`src/rtl/chrom_eval_pkg.sv`:
```
// Shared types and helpers for the chromosome-evaluation responder.
//   state_e  : responder FSM states
//   SLOT_W   : width of one HPS PIO word (input_sequence/expected/valid words)
//   sat_inc  : saturating increment against a caller-supplied ceiling
package chrom_eval_pkg;

  typedef enum logic [2:0] {
    StIdle,
    StLoad,
    StSettle,
    StHold,
    StNext,
    StDone,
    StRelease
  } state_e;

  localparam int unsigned SLOT_W = 32;

  // Counters narrower than SLOT_W pass their all-ones value as max_val.
  function automatic logic [SLOT_W-1:0] sat_inc(input logic [SLOT_W-1:0] val,
                                                input logic [SLOT_W-1:0] max_val);
    return (val >= max_val) ? val : val + SLOT_W'(1);
  endfunction

endpackage

```
`src/rtl/chrom_eval_accum.sv`:
```
// One saturating error counter.
//   clk_i   : clock
//   rst_i   : synchronous active-high reset
//   clr_i   : clear to zero (wins over inc_i)
//   inc_i   : add one, holding at all-ones
//   cnt_o   : current count
// CNT_W must not exceed chrom_eval_pkg::SLOT_W.
module chrom_eval_accum
  import chrom_eval_pkg::*;
#(
  parameter int unsigned CNT_W = 32
) (
  input  logic             clk_i,
  input  logic             rst_i,
  input  logic             clr_i,
  input  logic             inc_i,
  output logic [CNT_W-1:0] cnt_o
);

  logic [CNT_W-1:0] cnt_q, cnt_d;

  always_comb begin
    cnt_d = cnt_q;
    if (clr_i) begin
      cnt_d = '0;
    end else if (inc_i) begin
      cnt_d = CNT_W'(sat_inc(SLOT_W'(cnt_q), SLOT_W'({CNT_W{1'b1}})));
    end
  end

  always_ff @(posedge clk_i) begin
    if (rst_i) cnt_q <= '0;
    else       cnt_q <= cnt_d;
  end

  assign cnt_o = cnt_q;

endmodule

```
`src/rtl/chrom_eval_responder.sv`:
```
// Fabric-side responder for the HPS chromosome-evaluation handshake. One request loads the
// chromosome, walks every test vector through the evolvable circuit and accumulates masked
// mismatch (and optionally instability) counts into error_sum.
//   clk_clk / reset_reset             : clock, synchronous active-high reset
//   start_processing_chrom_export     : HPS request level
//   done_processing_feedback_export   : HPS acknowledge of done
//   input_sequence                    : word i = stimulus bits for circuit input i
//   expected_output / valid_output    : word k = expected bits / compare mask for output k
//   circuit_out / circuit_in          : evolvable circuit outputs / applied stimulus
//   circuit_cfg_load                  : one-cycle chromosome load strobe
//   ready_to_process_export           : high only while idle
//   done_processing_chrom_export      : results valid, held until acknowledged
//   error_sum                         : slot k mismatches, slot NUM_OUT+k instabilities
// Build option: define STABILITY_CHECK_EN to enable the HOLD window and instability slots.
module chrom_eval_responder
  import chrom_eval_pkg::*;
#(
  parameter int unsigned NUM_IN        = 4,
  parameter int unsigned NUM_OUT       = 4,
  parameter int unsigned NUM_VEC       = 32,
  parameter int unsigned SETTLE_CYCLES = 8,
  parameter int unsigned HOLD_CYCLES   = 4,
  parameter int unsigned CNT_W         = 32
) (
  input  logic                         clk_clk,
  input  logic                         reset_reset,
  input  logic                         start_processing_chrom_export,
  input  logic                         done_processing_feedback_export,
  input  logic [NUM_IN*SLOT_W-1:0]     input_sequence,
  input  logic [NUM_OUT*SLOT_W-1:0]    expected_output,
  input  logic [NUM_OUT*SLOT_W-1:0]    valid_output,
  input  logic [NUM_OUT-1:0]           circuit_out,
  output logic [NUM_IN-1:0]            circuit_in,
  output logic                         circuit_cfg_load,
  output logic                         ready_to_process_export,
  output logic                         done_processing_chrom_export,
  output logic [2*NUM_OUT*CNT_W-1:0]   error_sum
);

  // One wait counter serves both the settle and hold windows.
  localparam int unsigned MaxWait = (SETTLE_CYCLES > HOLD_CYCLES) ? SETTLE_CYCLES : HOLD_CYCLES;
  localparam int unsigned WaitW   = ($clog2(MaxWait) > 0) ? $clog2(MaxWait) : 1;
  localparam logic [WaitW-1:0] SettleLast = WaitW'(SETTLE_CYCLES - 1);
  localparam logic [4:0]       VecLast    = 5'(NUM_VEC - 1);

  state_e             state_q, state_d;
  logic [WaitW-1:0]   wait_q, wait_d;
  logic [4:0]         vec_q, vec_d;
  logic [NUM_OUT-1:0] samp_q, samp_d;
  logic [NUM_OUT-1:0] exp_bit, val_bit;
  logic               drive_vec;

`ifdef STABILITY_CHECK_EN
  localparam logic [WaitW-1:0] HoldLast = WaitW'(HOLD_CYCLES - 1);
  logic [NUM_OUT-1:0] unstab_q, unstab_d;
`endif

  // Current vector's expected/valid bits and applied stimulus.
  assign drive_vec = (state_q == StSettle) || (state_q == StHold) || (state_q == StNext);

  always_comb begin
    for (int unsigned k = 0; k < NUM_OUT; k++) begin
      exp_bit[k] = expected_output[k*SLOT_W + 32'(vec_q)];
      val_bit[k] = valid_output[k*SLOT_W + 32'(vec_q)];
    end
    for (int unsigned i = 0; i < NUM_IN; i++) begin
      circuit_in[i] = drive_vec ? input_sequence[i*SLOT_W + 32'(vec_q)] : 1'b0;
    end
  end

  always_comb begin
    state_d = state_q;
    wait_d  = wait_q;
    vec_d   = vec_q;
    samp_d  = samp_q;
`ifdef STABILITY_CHECK_EN
    unstab_d = unstab_q;
`endif
    unique case (state_q)
      StIdle: begin
        if (start_processing_chrom_export) state_d = StLoad;
      end
      StLoad: begin
        vec_d   = '0;
        wait_d  = '0;
        state_d = StSettle;
      end
      StSettle: begin
        if (wait_q == SettleLast) begin
          samp_d  = circuit_out;
          wait_d  = '0;
`ifdef STABILITY_CHECK_EN
          state_d = StHold;
`else
          state_d = StNext;
`endif
        end else begin
          wait_d = wait_q + WaitW'(1);
        end
      end
`ifdef STABILITY_CHECK_EN
      StHold: begin
        unstab_d = unstab_q | (circuit_out ^ samp_q);
        if (wait_q == HoldLast) begin
          wait_d  = '0;
          state_d = StNext;
        end else begin
          wait_d = wait_q + WaitW'(1);
        end
      end
`endif
      StNext: begin
`ifdef STABILITY_CHECK_EN
        unstab_d = '0;
`endif
        if (vec_q == VecLast) begin
          state_d = StDone;
        end else begin
          vec_d   = vec_q + 5'd1;
          state_d = StSettle;
        end
      end
      StDone: begin
        if (done_processing_feedback_export) state_d = StRelease;
      end
      StRelease: begin
        // Requires start to drop too, so a level left high cannot retrigger.
        if (!start_processing_chrom_export && !done_processing_feedback_export) state_d = StIdle;
      end
      default: state_d = StIdle;
    endcase
  end

  always_ff @(posedge clk_clk) begin
    if (reset_reset) begin
      state_q  <= StIdle;
      wait_q   <= '0;
      vec_q    <= '0;
      samp_q   <= '0;
`ifdef STABILITY_CHECK_EN
      unstab_q <= '0;
`endif
    end else begin
      state_q  <= state_d;
      wait_q   <= wait_d;
      vec_q    <= vec_d;
      samp_q   <= samp_d;
`ifdef STABILITY_CHECK_EN
      unstab_q <= unstab_d;
`endif
    end
  end

  assign circuit_cfg_load             = (state_q == StLoad);
  assign ready_to_process_export      = (state_q == StIdle);
  assign done_processing_chrom_export = (state_q == StDone);

  for (genvar k = 0; k < NUM_OUT; k++) begin : g_mism
    chrom_eval_accum #(
      .CNT_W(CNT_W)
    ) u_mism (
      .clk_i (clk_clk),
      .rst_i (reset_reset),
      .clr_i (state_q == StLoad),
      .inc_i ((state_q == StNext) && val_bit[k] && (samp_q[k] != exp_bit[k])),
      .cnt_o (error_sum[k*CNT_W +: CNT_W])
    );
  end

`ifdef STABILITY_CHECK_EN
  for (genvar k = 0; k < NUM_OUT; k++) begin : g_inst
    chrom_eval_accum #(
      .CNT_W(CNT_W)
    ) u_inst (
      .clk_i (clk_clk),
      .rst_i (reset_reset),
      .clr_i (state_q == StLoad),
      .inc_i ((state_q == StNext) && val_bit[k] && unstab_q[k]),
      .cnt_o (error_sum[(NUM_OUT+k)*CNT_W +: CNT_W])
    );
  end
`else
  assign error_sum[NUM_OUT*CNT_W +: NUM_OUT*CNT_W] = '0;
`endif

endmodule

```
`config.mk`:
```
export PLATFORM = sky130hd
export DESIGN_NAME = chrom_eval_responder
export DESIGN_NICKNAME = d
export VERILOG_FILES = /design/src/rtl/chrom_eval_pkg.sv /design/src/rtl/chrom_eval_accum.sv /design/src/rtl/chrom_eval_responder.sv
export SDC_FILE = /design/constraint.sdc
export NUM_CORES = 1
export LEC_CHECK = 0
export ABC_AREA = 1
export CORE_AREA = 2 2 253 255
export CTS_BUF_LIST = sky130_fd_sc_hd__clkbuf_16
export DETAILED_ROUTE_END_ITERATION = 10
export DIE_AREA = 0 0 255 257
export DONT_BUFFER_PORTS = 1
export PLACE_DENSITY_LB_ADDON = 0.15
export SYNTH_ARGS = -nofsm -noshare
export SYNTH_HDL_FRONTEND = slang
export SYNTH_HIERARCHICAL = 1
export SYNTH_SLANG_ARGS = --single-unit
```
`constraint.sdc`:
```
create_clock -name clk_clk -period 7.4 [get_ports clk_clk]
set_clock_uncertainty 0.2 [all_clocks]
set_input_delay 0 -clock clk_clk [delete_from_list [all_inputs] [get_ports clk_clk]]
set_output_delay 0 -clock clk_clk [all_outputs]
set_load 0.02 [all_outputs]
```
## Yosys cells after proc, flatten, opt, wreduce, memory -nomap -nowiden

Index checks and enable logic that the tools add are counted.
Widths: inputs -> output; s select.

| word-level totals | value |
|---|---|
| output and inout bits | 263 |
| input bits | 392 |
| logic and storage cells | 108 |
| register bits after elaboration | 143 |

| operators by class | value |
|---|---|
| multiplexer cells | 38 |
| reduce and logical (&&, ||, !) cells | 24 |
| bitwise operators | 4 |
| eq/ne operators | 17 |
| magnitude comparators | 8 |
| add/sub/neg operators | 9 |

Operators with widths:

| operator | count |
|---|---|
| $add 32x1->32 const B | 4 |
| $ge 32x32->1 const B | 4 |
| $bmux 1 s7 | 9 |
| $mux 3 | 6 |
| $pmux 3 s6 | 1 |
| $add 7x5->8 const A | 2 |
| $lt 8x8->1 const B | 2 |
| $mux 1 | 16 |
| $bmux 1 s5 | 3 |
| $eq 3x3->1 const B | 4 |
| $reduce_and 2->1 | 6 |
| $pmux 5 s2 | 1 |
| $logic_and 1x1->1 | 9 |
| $lt 5x8->1 const B | 1 |
| $lt 7x8->1 const B | 1 |
| $ne 2x2->1 const B | 4 |
| $add 6x5->7 const A | 1 |
| $eq 3x2->1 const B | 2 |
| $pmux 3 s2 | 1 |
| $add 5x1->5 const B | 1 |
| $eq 5x5->1 const B | 1 |
| $mux 5 | 1 |
| $ne 1x1->1 | 4 |
| $not 1->1 | 4 |
| other kinds (9) | 12 |

## Logic depth before layout (Yosys ltp)

| logic depth | value |
|---|---|
| word-level depth | 6 |
| depth in mapped cells | 22 |
| mapped depth without buffers | 19 |

## Cells and area by module

Netlist, hierarchy kept.

By module, submodules not included:

| module | seq. area each (um2) | times used | cells each | area each (um2) |
|---|---|---|---|---|
| chrom_eval_accum | 640.6 | 4 | 335 | 1991.9 |
| chrom_eval_responder | 300.3 | 1 | 1107 | 5651.7 |

## Least setup slack after synthesis

Ideal clock, no wire load.

| path | value |
|---|---|
| path kind | reg-to-reg |
| start point | register vec_q[0] |
| end point | register g_mism[1].u_mism.cnt_q[25] |
| cell stages (with the launch flop) | 21 |
| period minus slack after synthesis | 2.567 ns |
| slack | 4.833 ns |
| arrival time | 2.252 ns |
| data required time | 7.085 ns |
| setup time | 0.115 ns |
| path buffers | 3 |
| cell sequence | dfxtp_1 buf_6 buf_6 buf_4 nand2_1 nand3_1 nand3_1 nand2_1 nand2_1 nand3_1 nand2_1 nand2_1 nand2_1 nor2_1 nand4_1 nor2_1 nand2_1 nor2_1 nand3_1 nand2_1 nor2_1 |

| on the way | value |
|---|---|
| cells in the longest elaborated chain, start to end | 6 |
| elaborated cells on any way between the ends | 9 |
| classes of those cells | add/sub (1); eq/ne (1); mux (4); reduce/logical (3) |

RTL lines:

| what | RTL line | RTL |
|---|---|---|
| start: declaration | chrom_eval_responder.sv:48 | `logic [4:0] vec_q, vec_d;` |
| start signal: assignment | chrom_eval_responder.sv:146 | `vec_q <= vec_d;` |
| $add 6x5->7 (*) | chrom_eval_responder.sv:63, chrom_eval_responder.sv:64 |  |
| $bmux 1 s7, on equally long branches | chrom_eval_responder.sv:63, chrom_eval_responder.sv:64 |  |
| $mux 1, on equally long branches | chrom_eval_responder.sv:63, chrom_eval_responder.sv:64 |  |
| $ne 1x1->1 or $logic_and 1x1->1 (tied branches) | chrom_eval_responder.sv:165 | `.inc_i ((state_q == StNext) && val_bit[k] && (samp_q[k] != exp_bit[k])),` |
| $logic_and 1x1->1 (*) | chrom_eval_responder.sv:165 |  |
| $reduce_and 2->1 (no source line) (*) | n/a |  |
| end signal: assignment | chrom_eval_accum.sv:33 | `else cnt_q <= cnt_d;` |
| end: declaration | chrom_eval_accum.sv:20 | `logic [CNT_W-1:0] cnt_q, cnt_d;` |

Every way passes the cells marked *; elsewhere a longest branch is shown, timed or not. The select of a mux whose other input is x is not followed.
A chain may end at the register's enable or synchronous reset.

## Worst setup path in the final report

| path | value |
|---|---|
| start point | register vec_q[0] |
| end point | register g_mism[1].u_mism.cnt_q[28] |

The elaborated chain is that of the path after synthesis.

==> results.py <==
metrics = {
    "status": {
        "status": "finished clean",
    },
    "sta": {
        "finalSetupTns_ps": 0,
        "post-route-period-util_pct": 65.5,
        "setup_viol": 0,
        "slew_violations": 0,
        "post-route-min-period_ps": 4850,
        "tightest_slew_ps": 1020,
        "rsz0062_at_grt": "false",
        "hold_viol": 0,
        "relSlewSlack_pct": 32.2,
        "fmax_mhz": 206,
    },
    "power_and_ir_drop": {
        "vdd_drop_max_mv": 0.182,
        "powerDensity_mw_per_mm2": 200,
        "fin_total_pwr_uw": 2860,
        "p_leak_uw": 0.00545,
        "pwr-share-seq_pct": 31.3,
        "power_switching_uw": 1300,
        "sw_frac_of_total_pct": 45.3,
        "pwr-share-comb_pct": 39.1,
        "power.internal_uw": 1560,
        "clkPwrFrac_pct": 29.6,
    },
    "layout": {
        "final_cell_mix": "804 x nand2_1, 395 x nor2_1, 375 x nand3_1",
        "layout-drive-gt1-share_pct": 4.52,
        "final_common_cell": "nand2_1",
        "fin_nets": 2779,
        "stdcell_area_mm2": 0.0143,
        "nFillCells": 7398,
        "syn2layout_area_growth_pct": 4.74,
        "final_util_pct": 22.7,
    },
    "placed_design": {
        "hpwl_um": 45800,
        "port_buffers": 0,
        "gp_congestion": 0.862,
        "placed_area_mm2": 0.0136,
    },
    "setup_path": {
        "worstPathArrival_ps": 5020,
        "r2r_slack_ps": 2550,
        "crit_top_cell": "nand2_1",
        "path_buf_inv": 3,
        "cp_max_fo": 129,
        "cp_data_required_time_ps": 7570,
        "crit_family": "simple AND/OR/NAND/NOR gates",
        "crit_path_end_kind": "flip-flop",
        "critical-path-max-stage-delay_ps": 710,
        "slowest_stage": "inv_6",
        "path_class": "reg -> reg",
        "path_cells": "inv_6 > buf_4 > nand2_1 > nand3_1 > nand3_1 > nand2_1 > nand2_1 > nand3_1 > nand2_1 > nand2_1 > nand2_1 > nor2_1 > inv_1 > nor2_2 > nand2_1 > nor2_1 > nand3_1 > nand2_1 > nor2_1",
        "start_kind": "flip-flop",
    },
    "floorplanning": {
        "io-pin-count": 655,
        "start_util_pct": 21.7,
        "core_area_mm2": 0.0627,
        "dieArea_mm2": 0.0655,
        "placementRows": 92,
        "die_y_um": 257,
        "die_w_um": 255,
    },
    "logic_synthesis": {
        "yosysTopAreaCell": "nand2_1",
        "synthTopCellsByArea": "nand2_1 22%, dfxtp_1 21%, nand3_1 14%, nor2_1 11%, buf_4 8.3%",
        "synth_seq_cells": 143,
        "synth-main-ff-cell": "dfxtp_1",
        "ys_seq_area_share_pct": 21.0,
        "syn-instance-count": 2447,
        "synth_top_area_share_pct": 22.2,
        "synth_cell_type_count": 40,
        "yosysWarnings": 6,
        "async_flop_share_pct": 0,
        "syn-cell-area_mm2": 0.0136,
        "syn_avg_cell_area_um2": 5.57,
        "synth_edf_count": 0,
    },
    "global_routing": {
        "grt_max_degree": 130,
        "antenna_found_initial": 4,
        "grt-ovfl-total": 0,
        "grt_pass1_wl_um": 83100,
        "grt_pass1_vias": 13854,
        "grt.total_usage_pct": 16.8,
    },
    "clock_tree": {
        "clkLatencyLatePin_ps": 490,
        "numCtsBuffers": 17,
        "cts_sinks": 143,
        "cts_htree_levels": 4,
        "clockRootBuffer": "clkbuf_16",
        "cts_tree": "yes",
        "path_clk_slew_ps": 70,
        "cts.path.max_buffers": 2,
    },
    "run": {
        "maxCapViolCount": 0,
    },
    "routing": {
        "drcViolationCount": 0,
        "routed_wl_um": 57900,
        "vias": 15101,
        "drt_first_pass_iters": 5,
        "first_iter_violations": 1032,
        "wl_per_cell_um": 17.9,
        "ant_nets": 0,
        "avgViaCountPerCell": 4.66,
    },
    "min_path": {
        "hold_class": "in -> reg",
    },
}
power by group through the flow:
stage	clock network (uW)	registers (uW)	logic [uW]
detailed placement	0	913	1120
global route	912	904	1260
finish	846	896	1120
CTS	894	896	1130
global placement	0	912	1110
floorplan	0	846	960
synthesized netlist by cell type, types with 16 or more instances:
master / n
clkbuf_1: 24
buf_2: 35
nand2_1: 804
a21oi_1: 105
inv_1: 133
nand4_1: 44
nor2_2: 20
dfxtp_1: 143
o21ai_0: 50
nand2_2: 16
nor3_1: 29
nand3_1: 375
buf_6: 20
nor2_1: 399
buf_4: 151
repair_timing:
item,CTS,global route
endpoints found under the hold margin,143,0
resized for setup,0,0
hold buffers,9,0
buffers inserted,0,0
state kept, by name, indices dropped and copies added, names as in the netlist:
| signal | flops |
|---|---|
| g_mism.u_mism/cnt_o | 128 |
| samp_q | 4 |
| state_q | 3 |
| vec_q | 5 |
| wait_q | 3 |
layout make-up:
cell class / count / area [um2] / share of cell area [%]
Multi-Input combinational cell: 2055 / 9060 / 63.5
Sequential cell: 143 / 2870 / 20.1
Tap cell: 846 / 1060 / 7.42
Inverter: 139 / 528 / 3.70
Clock buffer: 17 / 425 / 2.98
Timing Repair Buffer: 23 / 195 / 1.37
Clock inverter: 15 / 121 / 0.851
Antenna cell: 3 / 7.51 / 0.0526
stage by stage:
step                      hold WS [ps]  instances  setup slack [ps]
final                             96.4       3241              2550
after global routing               103       3238              1910
after CTS                         49.5       3238              2470
after detailed placement          -114       3197              2470
after global placement            -113       3197              2560
after floorplan                   -131       2574              4830
worst paths after layout:
check | start | endpoint | depth (start not counted)
hold / removal | circuit_out[2] | samp_q[2]$_SDFFE_PP0P_ | 3
hold reg to reg | samp_q[3]$_SDFFE_PP0P_ | samp_q[3]$_SDFFE_PP0P_ | 2
setup / recovery | vec_q[0]$_SDFFE_PP0P_ | g_mism[1].u_mism/cnt_o[28]$_SDFFE_PP0P_ | 19
setup reg to reg | vec_q[0]$_SDFFE_PP0P_ | g_mism[1].u_mism/cnt_o[28]$_SDFFE_PP0P_ | 19
worst register-to-register path: stages (launching register included):
cell and delay [ps]:
dfxtp_4 600, inv_6 710, buf_4 710, nand2_1 150
nand3_1 100, nand3_1 90, nand2_1 140, nand2_1 60
nand3_1 110, nand2_1 80, nand2_1 50, nand2_1 170
nor2_1 560, inv_1 240, nor2_2 320, nand2_1 100
nor2_1 140, nand3_1 80, nand2_1 80, nor2_1 40
routing by layer:
layer | vias to the layer above | track usage (%) | routed length [um]
met5 | - | 0 | 0
met4 | 0 | 6.84 | 1680
met1 | 6975 | 19.4 | 23800
met2 | 524 | 28.8 | 28000
met3 | 77 | 4.74 | 4440
li1 | 7525 | - | -
logic make-up (layout without fill, tap and decap cells):
| group | Yosys count | after routing | synth area share [%] |
|---|---|---|---|
| simple gates | 1724 | 1724 | 54.3 |
| buf+inv | 376 | 194 | 16.0 |
| compound gates | 191 | 191 | 7.58 |
| flops | 143 | 143 | 21.0 |
| fa+ha+maj | 8 | 8 | 0.735 |
| xor+xnor | 4 | 4 | 0.257 |
| other cells | 1 | 131 | 0.0275 |
(Power assumes the default switching activity.)
